### src/rtl/uart_ring_dma_pkg.sv
// Shared types for the UART ring writer: arbiter state encoding and the
// byte-count to write-select lookup used by the packer.
package uart_ring_dma_pkg;

    typedef enum logic [1:0] {
        ARB_IDLE,
        ARB_CPU,
        ARB_DMA
    } arb_state_e;

    // Lanes covered by a word holding 'cnt' bytes (lane 0 first).
    function automatic logic [3:0] sel_mask(input logic [2:0] cnt);
        logic [3:0] m;
        case (cnt)
            3'd0:    m = 4'b0000;
            3'd1:    m = 4'b0001;
            3'd2:    m = 4'b0011;
            3'd3:    m = 4'b0111;
            default: m = 4'b1111;
        endcase
        return m;
    endfunction

endpackage

### src/rtl/uart_ring_dma_if.sv
// Classic Wishbone memory-port bundle (adr/dat/sel/we/cyc -> rdt/ack).
interface uart_ring_dma_if;
    logic [31:0] adr;
    logic [31:0] dat;
    logic [3:0]  sel;
    logic        we;
    logic        cyc;
    logic [31:0] rdt;
    logic        ack;

    modport master (output adr, dat, sel, we, cyc, input rdt, ack);
    modport slave  (input adr, dat, sel, we, cyc, output rdt, ack);
endinterface

### src/rtl/uart_ring_dma_byte_fifo.sv
// Synchronous byte FIFO with occupancy; pushes while full are ignored.
module byte_fifo #(
    parameter  int unsigned DEPTH = 16,
    localparam int unsigned AW    = $clog2(DEPTH)
) (
    input  logic          clk_i,
    input  logic          rst_ni,
    input  logic          push_i,
    input  logic [7:0]    din_i,
    input  logic          pop_i,
    output logic [7:0]    dout_o,
    output logic [AW:0]   level_o,
    output logic          full_o,
    output logic          empty_o
);
    logic [7:0]    mem_q [DEPTH];
    logic [AW-1:0] wr_q;
    logic [AW-1:0] rd_q;
    logic [AW:0]   cnt_q;
    logic          push_ok;
    logic          pop_ok;

    assign full_o  = (cnt_q == (AW+1)'(DEPTH));
    assign empty_o = (cnt_q == '0);
    assign push_ok = push_i && !full_o;
    assign pop_ok  = pop_i && !empty_o;
    assign dout_o  = mem_q[rd_q];
    assign level_o = cnt_q;

    // Storage array: written on accepted pushes only.
    always_ff @(posedge clk_i) begin
        if (push_ok) mem_q[wr_q] <= din_i;
    end

    // Read/write pointers and occupancy (pointers wrap naturally, DEPTH is 2^n).
    always_ff @(posedge clk_i or negedge rst_ni) begin
        if (!rst_ni) begin
            wr_q  <= '0;
            rd_q  <= '0;
            cnt_q <= '0;
        end else begin
            if (push_ok) wr_q <= wr_q + 1'b1;
            if (pop_ok)  rd_q <= rd_q + 1'b1;
            if (push_ok && !pop_ok)      cnt_q <= cnt_q + 1'b1;
            else if (pop_ok && !push_ok) cnt_q <= cnt_q - 1'b1;
        end
    end
endmodule

### src/rtl/uart_ring_dma.sv
// UART-to-RAM ring writer: FIFO -> word packer -> bus-stealing DMA into a
// circular window [ADR_LL, ADR_UL), arbitrated against the CPU memory port.
module uart_ring_dma
    import uart_ring_dma_pkg::*;
#(
    parameter  int unsigned FIFO_DEPTH = 16,
    parameter  int unsigned PACK       = 1,
    parameter  logic [31:0] ADR_LL     = 32'h00C00000,
    parameter  logic [31:0] ADR_UL     = 32'h00C10000,
    parameter  int unsigned FLUSH_CYC  = 1024,
    localparam int unsigned LW         = $clog2(FIFO_DEPTH) + 1
) (
    input  logic            i_wb_clk,
    input  logic            i_wb_rst_n,
    input  logic [7:0]      i_rx_dat,
    input  logic            i_rx_valid,
    uart_ring_dma_if.slave  cpu,
    uart_ring_dma_if.master mem,
    output logic [31:0]     o_wr_ptr,
    output logic [LW-1:0]   o_level,
    output logic            o_overflow,
    input  logic            i_clr_ovf
);
    localparam bit          FLUSH_EN   = (PACK != 0) && (FLUSH_CYC != 0);
    localparam logic [31:0] FLUSH_LAST = 32'(FLUSH_CYC - 1);

    arb_state_e  state_q;
    logic [31:0] hold_adr_q, hold_dat_q, wr_ptr_q, ptr_inc, ptr_d;
    logic [3:0]  hold_sel_q, pk_sel_q;
    logic [31:0] pk_data_q, flush_q;
    logic [2:0]  pk_cnt_q;
    logic        pk_ready_q, ovf_q;
    logic [7:0]  fifo_dout;
    logic        fifo_full, fifo_empty, fifo_pop, dma_done;

    assign fifo_pop = !pk_ready_q && !fifo_empty;
    assign dma_done = (state_q == ARB_DMA) && mem.ack;
    assign ptr_inc  = wr_ptr_q + 32'd4;
    assign ptr_d    = (ptr_inc >= ADR_UL) ? ADR_LL : ptr_inc;

    byte_fifo #(.DEPTH(FIFO_DEPTH)) u_fifo (
        .clk_i   (i_wb_clk),
        .rst_ni  (i_wb_rst_n),
        .push_i  (i_rx_valid),
        .din_i   (i_rx_dat),
        .pop_i   (fifo_pop),
        .dout_o  (fifo_dout),
        .level_o (o_level),
        .full_o  (fifo_full),
        .empty_o (fifo_empty)
    );

    // Sticky drop flag; a drop in the same cycle wins over a clear.
    always_ff @(posedge i_wb_clk or negedge i_wb_rst_n) begin
        if (!i_wb_rst_n)                   ovf_q <= 1'b0;
        else if (i_rx_valid && fifo_full)  ovf_q <= 1'b1;
        else if (i_clr_ovf)                ovf_q <= 1'b0;
    end

    // Packer and flush timer: fill lanes, raise ready, clear on DMA completion.
    always_ff @(posedge i_wb_clk or negedge i_wb_rst_n) begin
        if (!i_wb_rst_n) begin
            pk_data_q  <= '0;
            pk_cnt_q   <= '0;
            pk_ready_q <= 1'b0;
            pk_sel_q   <= '0;
            flush_q    <= '0;
        end else if (dma_done) begin
            pk_data_q  <= '0;
            pk_cnt_q   <= '0;
            pk_ready_q <= 1'b0;
            pk_sel_q   <= '0;
            flush_q    <= '0;
        end else if (fifo_pop) begin
            flush_q <= '0;
            if (PACK != 0) begin
                pk_data_q[{pk_cnt_q[1:0], 3'b000} +: 8] <= fifo_dout;
                pk_cnt_q <= pk_cnt_q + 3'd1;
                if (pk_cnt_q == 3'd3) begin
                    pk_ready_q <= 1'b1;
                    pk_sel_q   <= 4'b1111;
                end
            end else begin
                pk_data_q  <= {24'h0, fifo_dout};
                pk_sel_q   <= 4'b0001;
                pk_ready_q <= 1'b1;
            end
        end else if (FLUSH_EN && !pk_ready_q && pk_cnt_q != 3'd0) begin
            if (flush_q == FLUSH_LAST) begin
                pk_ready_q <= 1'b1;
                pk_sel_q   <= sel_mask(pk_cnt_q);
            end else begin
                flush_q <= flush_q + 32'd1;
            end
        end
    end

    // Arbiter FSM, ring pointer and last-driven bus values for the idle hold.
    always_ff @(posedge i_wb_clk or negedge i_wb_rst_n) begin
        if (!i_wb_rst_n) begin
            state_q    <= ARB_IDLE;
            wr_ptr_q   <= ADR_LL;
            hold_adr_q <= '0;
            hold_dat_q <= '0;
            hold_sel_q <= '0;
        end else begin
            unique case (state_q)
                ARB_IDLE: begin
                    if (cpu.cyc)         state_q <= ARB_CPU;
                    else if (pk_ready_q) state_q <= ARB_DMA;
                end
                ARB_CPU: begin
                    hold_adr_q <= cpu.adr;
                    hold_dat_q <= cpu.dat;
                    hold_sel_q <= cpu.sel;
                    if (mem.ack) state_q <= ARB_IDLE;
                end
                ARB_DMA: begin
                    hold_adr_q <= wr_ptr_q;
                    hold_dat_q <= pk_data_q;
                    hold_sel_q <= pk_sel_q;
                    if (mem.ack) begin
                        state_q  <= ARB_IDLE;
                        wr_ptr_q <= ptr_d;
                    end
                end
                default: state_q <= ARB_IDLE;
            endcase
        end
    end

    // Bus steering from the registered grant.
    always_comb begin
        mem.adr = hold_adr_q;
        mem.dat = hold_dat_q;
        mem.sel = hold_sel_q;
        mem.we  = 1'b0;
        mem.cyc = 1'b0;
        cpu.ack = 1'b0;
        cpu.rdt = mem.rdt;
        unique case (state_q)
            ARB_CPU: begin
                mem.adr = cpu.adr;
                mem.dat = cpu.dat;
                mem.sel = cpu.sel;
                mem.we  = cpu.we;
                mem.cyc = cpu.cyc;
                cpu.ack = mem.ack;
            end
            ARB_DMA: begin
                mem.adr = wr_ptr_q;
                mem.dat = pk_data_q;
                mem.sel = pk_sel_q;
                mem.we  = 1'b1;
                mem.cyc = 1'b1;
            end
            default: ;
        endcase
    end

    assign o_wr_ptr   = wr_ptr_q;
    assign o_overflow = ovf_q;
endmodule

### src/flat_wrapper.sv
// flat-port wrapper written by rule: the top's interface ports become plain ports
module uart_ring_dma_flat import uart_ring_dma_pkg::*;
#(
    parameter  int unsigned FIFO_DEPTH = 16,
    parameter  int unsigned PACK       = 1,
    parameter  logic [31:0] ADR_LL     = 32'h00C00000,
    parameter  logic [31:0] ADR_UL     = 32'h00C10000,
    parameter  int unsigned FLUSH_CYC  = 1024,
    localparam int unsigned LW         = $clog2(FIFO_DEPTH) + 1
)
  (i_wb_clk, i_wb_rst_n, i_rx_dat, i_rx_valid, o_wr_ptr, o_level, o_overflow, i_clr_ovf, cpu_adr, cpu_dat, cpu_sel, cpu_we, cpu_cyc, cpu_rdt, cpu_ack, mem_adr, mem_dat, mem_sel, mem_we, mem_cyc, mem_rdt, mem_ack);
  uart_ring_dma_if cpu_i ();
  uart_ring_dma_if mem_i ();
  input  logic i_wb_clk;
  input  logic i_wb_rst_n;
  input  logic [7:0] i_rx_dat;
  input  logic i_rx_valid;
  output logic [31:0] o_wr_ptr;
  output logic [LW-1:0] o_level;
  output logic o_overflow;
  input  logic i_clr_ovf;
  input wire logic [$bits(cpu_i.adr)-1:0] cpu_adr;
  input wire logic [$bits(cpu_i.dat)-1:0] cpu_dat;
  input wire logic [$bits(cpu_i.sel)-1:0] cpu_sel;
  input wire logic [$bits(cpu_i.we)-1:0] cpu_we;
  input wire logic [$bits(cpu_i.cyc)-1:0] cpu_cyc;
  output wire logic [$bits(cpu_i.rdt)-1:0] cpu_rdt;
  output wire logic [$bits(cpu_i.ack)-1:0] cpu_ack;
  output wire logic [$bits(mem_i.adr)-1:0] mem_adr;
  output wire logic [$bits(mem_i.dat)-1:0] mem_dat;
  output wire logic [$bits(mem_i.sel)-1:0] mem_sel;
  output wire logic [$bits(mem_i.we)-1:0] mem_we;
  output wire logic [$bits(mem_i.cyc)-1:0] mem_cyc;
  input wire logic [$bits(mem_i.rdt)-1:0] mem_rdt;
  input wire logic [$bits(mem_i.ack)-1:0] mem_ack;
  assign cpu_i.adr = cpu_adr;
  assign cpu_i.dat = cpu_dat;
  assign cpu_i.sel = cpu_sel;
  assign cpu_i.we = cpu_we;
  assign cpu_i.cyc = cpu_cyc;
  assign cpu_rdt = cpu_i.rdt;
  assign cpu_ack = cpu_i.ack;
  assign mem_adr = mem_i.adr;
  assign mem_dat = mem_i.dat;
  assign mem_sel = mem_i.sel;
  assign mem_we = mem_i.we;
  assign mem_cyc = mem_i.cyc;
  assign mem_i.rdt = mem_rdt;
  assign mem_i.ack = mem_ack;
  uart_ring_dma #(.FIFO_DEPTH(FIFO_DEPTH), .PACK(PACK), .ADR_LL(ADR_LL), .ADR_UL(ADR_UL), .FLUSH_CYC(FLUSH_CYC)) u_core (.i_wb_clk(i_wb_clk), .i_wb_rst_n(i_wb_rst_n), .i_rx_dat(i_rx_dat), .i_rx_valid(i_rx_valid), .cpu(cpu_i), .mem(mem_i), .o_wr_ptr(o_wr_ptr), .o_level(o_level), .o_overflow(o_overflow), .i_clr_ovf(i_clr_ovf));
endmodule
### config.mk
export PLATFORM = sky130hd
export DESIGN_NAME = uart_ring_dma_flat
export DESIGN_NICKNAME = d
export VERILOG_FILES = /design/src/rtl/uart_ring_dma_pkg.sv /design/src/rtl/uart_ring_dma_if.sv /design/src/rtl/uart_ring_dma_byte_fifo.sv /design/src/rtl/uart_ring_dma.sv /design/src/flat_wrapper.sv
export SDC_FILE = /design/constraint.sdc
export NUM_CORES = 1
export LEC_CHECK = 0
export ABC_AREA = 1
export CAP_MARGIN = 25
export CORE_AREA = 3 3 217 155
export DETAILED_ROUTE_END_ITERATION = 8
export DIE_AREA = 0 0 220 158
export HOLD_SLACK_MARGIN = 0.15
export PLACE_DENSITY = 0.77
export SLEW_MARGIN = 30
export SYNTH_ARGS = -nofsm -noshare
export SYNTH_HDL_FRONTEND = slang
export SYNTH_SLANG_ARGS = --single-unit
### constraint.sdc
create_clock -name i_wb_clk -period 2.7 [get_ports i_wb_clk]
set_input_delay 0.54 -clock i_wb_clk [delete_from_list [all_inputs] [get_ports i_wb_clk]]
set_output_delay 0.54 -clock i_wb_clk [all_outputs]
set_load 0.01 [all_outputs]
# --- Word level (Yosys, flattened, before mapping) ---
# Memories as Yosys holds them, arrays and structs flattened.
# Index checks and enable logic that the tools add are counted.
word_totals:
  ff_bits: 188
  ramBits: 128
  in_bits: 115
  output_inout_bits: 141
  word_cells: 101
  n_memories: 1
memory_table:
  columns: ["memory", "depth", "width", "read_ports", "rd_ports_with_merged_regs", "wr", "line_no", "rtl"]
  rows:
  - ["u_core.u_fifo.mem_q", 16, 8, 1, 0, 1, "uart_ring_dma_byte_fifo.sv:16", "logic [7:0] mem_q [DEPTH];"]
classes:
  n_addsub: 8
  order_cmp: 1
  n_eq_ne: 11
  n_shift: 2
  n_mux: 37
  n_reduce_logical: 27
op_table:
  columns: ["operator", "count"]
  rows:
  - ["$mux W32", 7]
  - ["$pmux W32 S2", 2]
  - ["$add A32 B1 Y32 const B", 1]
  - ["$add A32 B3 Y32 const B", 1]
  - ["$bwmux W32", 1]
  - ["$eq A32 B10 Y1 const B", 1]
  - ["$ge A32 B24 Y1 const B", 1]
  - ["$shift A8 B7 Y32 const A", 1]
  - ["$shiftx A8 B7 Y32", 1]
  - ["$mux W4", 5]
  - ["$pmux W4 S4", 1]
  - ["$mux W1", 10]
  - ["$mux W5", 2]
  - ["$reduce_bool A3 Y1", 3]
  - ["$add A4 B1 Y4 const B", 2]
  - ["$logic_and A1 B1 Y1", 8]
  - ["$pmux W4 S2", 1]
  - ["$neg A5 Y7", 1]
  - ["$eq A3 B2 Y1 const B", 2]
  - ["$mux W2", 3]
  - ["$mux W3", 2]
  - ["$ne A3 B2 Y1 const B", 2]
  - ["$reduce_and A2 Y1", 3]
  - ["$reduce_bool A2 Y1", 3]
  - ["other kinds (17)", 22]

# --- Depth between registers and ports, before layout ---
depth:
  ltp_word: 7
  mapped_depth: 15
  mapped_depth_nobuf: 15

# --- By module ---
# Synthesis repeated with hierarchy kept, for this count alone.
unflattened:
  cells_unflattened: 1920
  hier_area_um2: 15931.5
modules_own_cells:
  columns: ["mod", "instances", "cells_per_inst", "area_per_inst_um2", "seq_area_each_um2"]
  rows:
  - ["uart_ring_dma", 1, 1300, 9688.0, 4331.7]
  - ["byte_fifo", 1, 620, 6243.5, 4169.0]

# --- Worst setup path before layout ---
# Ideal clock, no wire load.
synth_timing:
  path_kind: "reg-to-reg"
  startpoint: "reg u_core.u_fifo.cnt_q[1], in the netlist u_core.u_fifo.level_o[1]"
  endpoint: "reg u_core.u_fifo.cnt_q[4], in the netlist u_core.u_fifo.level_o[4]"
  setup_time_ns: 0.129
  arrival_time_ns: 2.561
  required_ns: 2.571
  slack_ns: 0.010
  path_stages_with_launch: 15
  n_path_buf: 2
  synth_period_minus_slack_ns: 2.690
  path_cell_list: "dfrtp_1 > nor4_2 > nand2_1 > nand2_1 > buf_2 > buf_2 > ha_1 > inv_1 > ha_1 > a21o_1 > a31oi_1 > nand2_1 > nand2_1 > nor2_1 > xor2_1"
synth_between:
  elab_chain_cells: 7
  word_cells_on_any_way: 16
  cone_classes: "add/sub: 2; eq/ne: 1; mux: 2; reduce/logical: 11"
synth_lines:
  columns: ["element", "line_no", "rtl"]
  rows:
  - ["start, declared", "uart_ring_dma_byte_fifo.sv:19", "logic [AW:0] cnt_q;"]
  - ["start signal, assigned", "uart_ring_dma_byte_fifo.sv:44", "if (push_ok && !pop_ok) cnt_q <= cnt_q + 1'b1;"]
  - ["start signal, assigned", "uart_ring_dma_byte_fifo.sv:45", "else if (pop_ok && !push_ok) cnt_q <= cnt_q - 1'b1;"]
  - ["branches (longest 7 deep; another with $sub A5 B1 Y5)", null, null]
# Several ways; the timed one is not identified. The select of a mux whose other input is x is not followed.
# A chain may end at the register's enable or synchronous reset.

# --- Final worst setup path ---
layout_timing:
  startpoint: "reg u_core.state_q[0]"
  endpoint: "out mem_adr[22]"
layout_between:
  elab_chain_cells: 2
  word_cells_on_any_way: 3
  cone_classes: "eq/ne: 2; mux: 1"
layout_lines:
  columns: ["element", "line_no", "rtl"]
  rows:
  - ["start, declared", "uart_ring_dma.sv:27", "arb_state_e state_q;"]
  - ["start signal, assigned", "uart_ring_dma.sv:101", "state_q <= ARB_IDLE;"]
  - ["start signal, assigned", "uart_ring_dma.sv:109", "if (cpu.cyc) state_q <= ARB_CPU;"]
  - ["start signal, assigned", "uart_ring_dma.sv:110", "else if (pk_ready_q) state_q <= ARB_DMA;"]
  - ["$eq A2 B2 Y1 or $eq A2 B1 Y1 (tied branches)", "uart_ring_dma.sv:141", "unique case (state_q)"]
  - ["$pmux W32 S2 *", null, null]
  - ["end, declared", "flat_wrapper.sv:29", "output wire logic [$bits(mem_i.adr)-1:0] mem_adr;"]
# Mark *: on every way between the ends. The rest lies on a longest branch, timed or not.

==> results.yml <==
synthesis:
  syn_area_per_cell_um2: 8.91
  synth_top_family_by_area: "simple AND/OR/NAND/NOR gates"
  postSynthCellCount: 1742
  synth_mux_area_frac: 0
  synthSimpleGateAreaFrac: 0.233
  synth_compound_area_frac: 0.111
  ys_warn_count: 0
  ys_seq_elements: 314
  syn_area_um2: 15500
  synth-xor-area-share: 0.0158
  ys_seq_area_frac: 0.548
  synth.distinct_cells: 45
  synth_fa_ha_area_frac: 0.0182
die:
  initial_utilization: 0.495
  dieArea_um2: 34800
  core_area_um2: 31400
  die_x_um: 220
  pin_count: 256
  fp.dieH_um: 158
  num_rows: 54
final_layout:
  final_layout_size_suffix_gt1_frac: 0.148
  fillers: 2580
  multi_input_area_um2: 6000
  area_delta_synth_final_pct: 24.2
  antenna_cells: 0
  fin_cells: 2396
  ff_latch_area_um2: 8500
  nets: 2089
min_path:
  holdCritStartpoint: "u_core.hold_adr_q[1]$_DFF_PN0_"
  hold_class: "flop to flop"
  hold_path_end: "u_core.hold_adr_q[1]$_DFF_PN0_"
  hold_depth: 2
power:
  swShare: 0.403
  p_int_mw: 12.1
  leakage_nw: 8.00
  clkPwrFrac: 0.215
  vdd.ir_drop.worst_mv: 0.928
  switchingPower_mw: 8.19
  pwr-share-seq: 0.316
  p_comb_frac: 0.469
  power_density_nw_per_um2: 1050
timing:
  max_slew_margin: 0.532
  setup_viol: 25
  setup_tns_ns: -0.740
  period_share: 1.04
  tightest_slew_ns: 0.700
  fmax_ghz: 0.357
  fin_ws_ns: -0.101
  skew_ns: 0.0140
  rsz0062_at_grt: "true"
  period_needed_ns: 2.80
  timing.final.hold_violations: 0
  slew_viol_final: 0
grt:
  grtUsageMet1: 0.395
  overflow: 0
  first_global_vias: 12667
  top_usage_layer: "met1"
  use_met2: 0.390
  grt_pass1_wl_mm: 71.4
  antenna_found_initial: 0
  met3_usage: 0.0487
  grt_use_total: 0.261
  grt_max_degree: 62
cts:
  numCtsBuffers: 30
  clkLatencyLatePin_ns: 0.57
  h-tree-depth: 1
  cts_tree: "yes"
  root_buffer: "clkbuf_16"
  clkTransAtPathRegs_ns: 0.07
  clockBufferDepth: 3
  cts.sinks: 314
critical_path:
  regToRegEndpoint: "u_core.o_wr_ptr[2]$_DFFE_PN0P_"
  crit_path_end_kind: "primary output"
  worstRegToRegCells: 12
  r2r_setup_slack_ns: 0.23
  critPathRequiredTime_ns: 2.16
  arrival_ns: 2.26
  worst-path-max-fanout: 19
  crit_path_start_kind: "flop"
  criticalPathCategory: "flop to primary output"
  reg2reg_from: "u_core.o_wr_ptr[2]$_DFFE_PN0P_"
routing:
  ant_nets: 0
  vias_per_cell: 5.66
  vias: 13553
  avgRoutedWirePerCell_um: 19.9
  remaining_drc_errors: 0
  drt_iter0_drc: 1589
  drt-total-wl_mm: 47.7
  firstDrtPassIters: 5
placement:
  place_inst: 2301
  port_buffers: 189
  dp_hpwl_mm: 31.8
  gp_congestion: 0.935
outcome:
  outcome: "finished with violations"
  violations: "setup timing"
run:
  cap_violations: 0
-- worst max-delay path by stage --
stage                                           endpoint  depth (start not counted)  slack (ns)                            startpoint
global route                                 mem_dat[25]                          8       -0.16         u_core.state_q[1]$_DFFE_PN0P_
finish                                       mem_adr[22]                          8       -0.10         u_core.state_q[0]$_DFFE_PN0P_
detailed placement                           mem_adr[15]                          6        0.04         u_core.state_q[1]$_DFFE_PN0P_
floorplan           u_core.u_fifo.level_o[4]$_DFFE_PN0P_                         14        0.01  u_core.u_fifo.level_o[1]$_DFFE_PN0P_
global placement                              mem_adr[6]                          6        0.08         u_core.state_q[1]$_DFFE_PN0P_
CTS                                               mem_we                          6       -0.09         u_core.state_q[1]$_DFFE_PN0P_
-- placed cells by master (no fill, tap or decap), drive strengths merged --
cell             n
dfrtp          184
a31oi            2
xor2            24
o21bai           1
conb             2
clkdlybuf4s50  117
nor3            24
dlymetal6s2s     1
clkdlybuf4s15    1
fa               1
nand4           21
nand3b           1
clkinvlp         1
edfxtp         128
clkinv          12
nor4             8
dlygate4sd3      1
ha              21
inv            136
buf            159
dlygate4sd2      2
a21oi           13
nor2           231
nand3          158
and2             1
xnor2            4
a21o             2
bufinv           3
o211ai          82
o21ai          142
or2              3
clkbuf          53
nand2          407
bufbuf           1
o221ai           9
o22ai           18
dfstp            2
-- through the flow --
stage / worst slack (ns) / total power, mW / hold WS, ns / utilization / instance area (um2)
final: -0.101 / 20.3 / 0.474 / 0.615 / 19300
after global routing: -0.156 / 21.4 / 0.522 / 0.615 / 19300
after CTS: -0.0873 / 19.6 / 0.483 / 0.607 / 19000
after detailed placement: 0.0370 / 14.8 / 0.472 / 0.572 / 17900
after global placement: 0.0808 / 14.5 / 0.460 / 0.572 / 17900
after floorplan: 0.00984 / 11.2 / 0.244 / - / 15500
-- critical path, cell delays in order, from the launching register on --
cell and delay, ns:
dfrtp_1 0.38, inv_2 0.07, ha_4 0.31, buf_12 0.15
buf_12 0.15, buf_16 0.16, nand3_2 0.08, o211ai_1 0.17
buf_2 0.20
-- power groups by stage --
stage	registers, mW	clock network (mW)	logic (mW)
after global placement	6.45	0	8.10
final	6.42	4.36	9.52
after global routing	6.51	4.63	10.3
after detailed placement	6.48	0	8.28
after floorplan	6.38	0	4.86
after CTS	6.39	4.42	8.74
-- synth_stat cells (all sizes together) --
cell | n | share of area
nand2 | 407 | 0.10
nor2 | 231 | 0.059
dfrtp | 184 | 0.30
nand3 | 158 | 0.052
o21ai | 142 | 0.052
inv | 135 | 0.033
edfxtp | 128 | 0.25
o211ai | 82 | 0.040
buf | 58 | 0.025
clkbuf | 54 | 0.013
nor3 | 24 | 0.0077
xor2 | 24 | 0.014
ha | 21 | 0.017
nand4 | 21 | 0.0085
o22ai | 18 | 0.0073
a21oi | 13 | 0.0052
o221ai | 9 | 0.0051
nor4 | 8 | 0.0036
clkinv | 7 | 0.0025
xnor2 | 4 | 0.0023
or2 | 3 | 0.0012
a21o | 2 | 0.00097
a31oi | 2 | 0.00081
dfstp | 2 | 0.0034
and2 | 1 | 0.00040
conb | 1 | 0.00024
fa | 1 | 0.0013
nand3b | 1 | 0.00048
o21bai | 1 | 0.00048
-- per-layer routing --
layer  vias to the layer above  wire length, um
met5                         -                0
met4                         0             1190
met3                       102             4500
met2                       671            20900
met1                      6541            21200
li1                       6239                -
-- repair_timing --
| action | in CTS | in global routing |
|---|---|---|
| endpoints found under the hold margin | 55 | 0 |
| hold buffers | 1 | 0 |
| cloned | 5 | 6 |
| pin swaps | 18 | 17 |
| gates resized for setup | 274 | 38 |
| setup endpoints to repair | 71 | 70 |
| setup buffers | 18 | 9 |
-- flip-flops by register name (all words and copies together), names as in the netlist --
signal and count:
u_core.flush_q 32, u_core.hold_adr_q 32, u_core.hold_dat_q 32, u_core.hold_sel_q 4, u_core.o_overflow 1, u_core.o_wr_ptr 30
u_core.pk_cnt_q 3, u_core.pk_data_q 32, u_core.pk_ready_q 1, u_core.pk_sel_q 4, u_core.state_q 2, u_core.u_fifo.level_o 5
u_core.u_fifo.mem_q 128, u_core.u_fifo.rd_q 4, u_core.u_fifo.wr_q 4
-- logic make-up (layout without fill, tap and decap cells) --
kind of cell / after synthesis / in the layout
compound gates: 269 / 269
xor+xnor: 28 / 28
fa+ha+maj: 22 / 22
buf+inv: 254 / 487
flops: 314 / 314
other cells: 1 / 2
simple gates: 854 / 854
-- area by class of cell --
class / instances / area share
clock inverters: 10 / 0.00643
clock buffers: 46 / 0.0460
multi-input cells: 1175 / 0.311
inverters: 142 / 0.0290
repair buffers: 289 / 0.139
well taps: 420 / 0.0273
flip-flops and latches: 314 / 0.441
(Power assumes the default switching activity.)
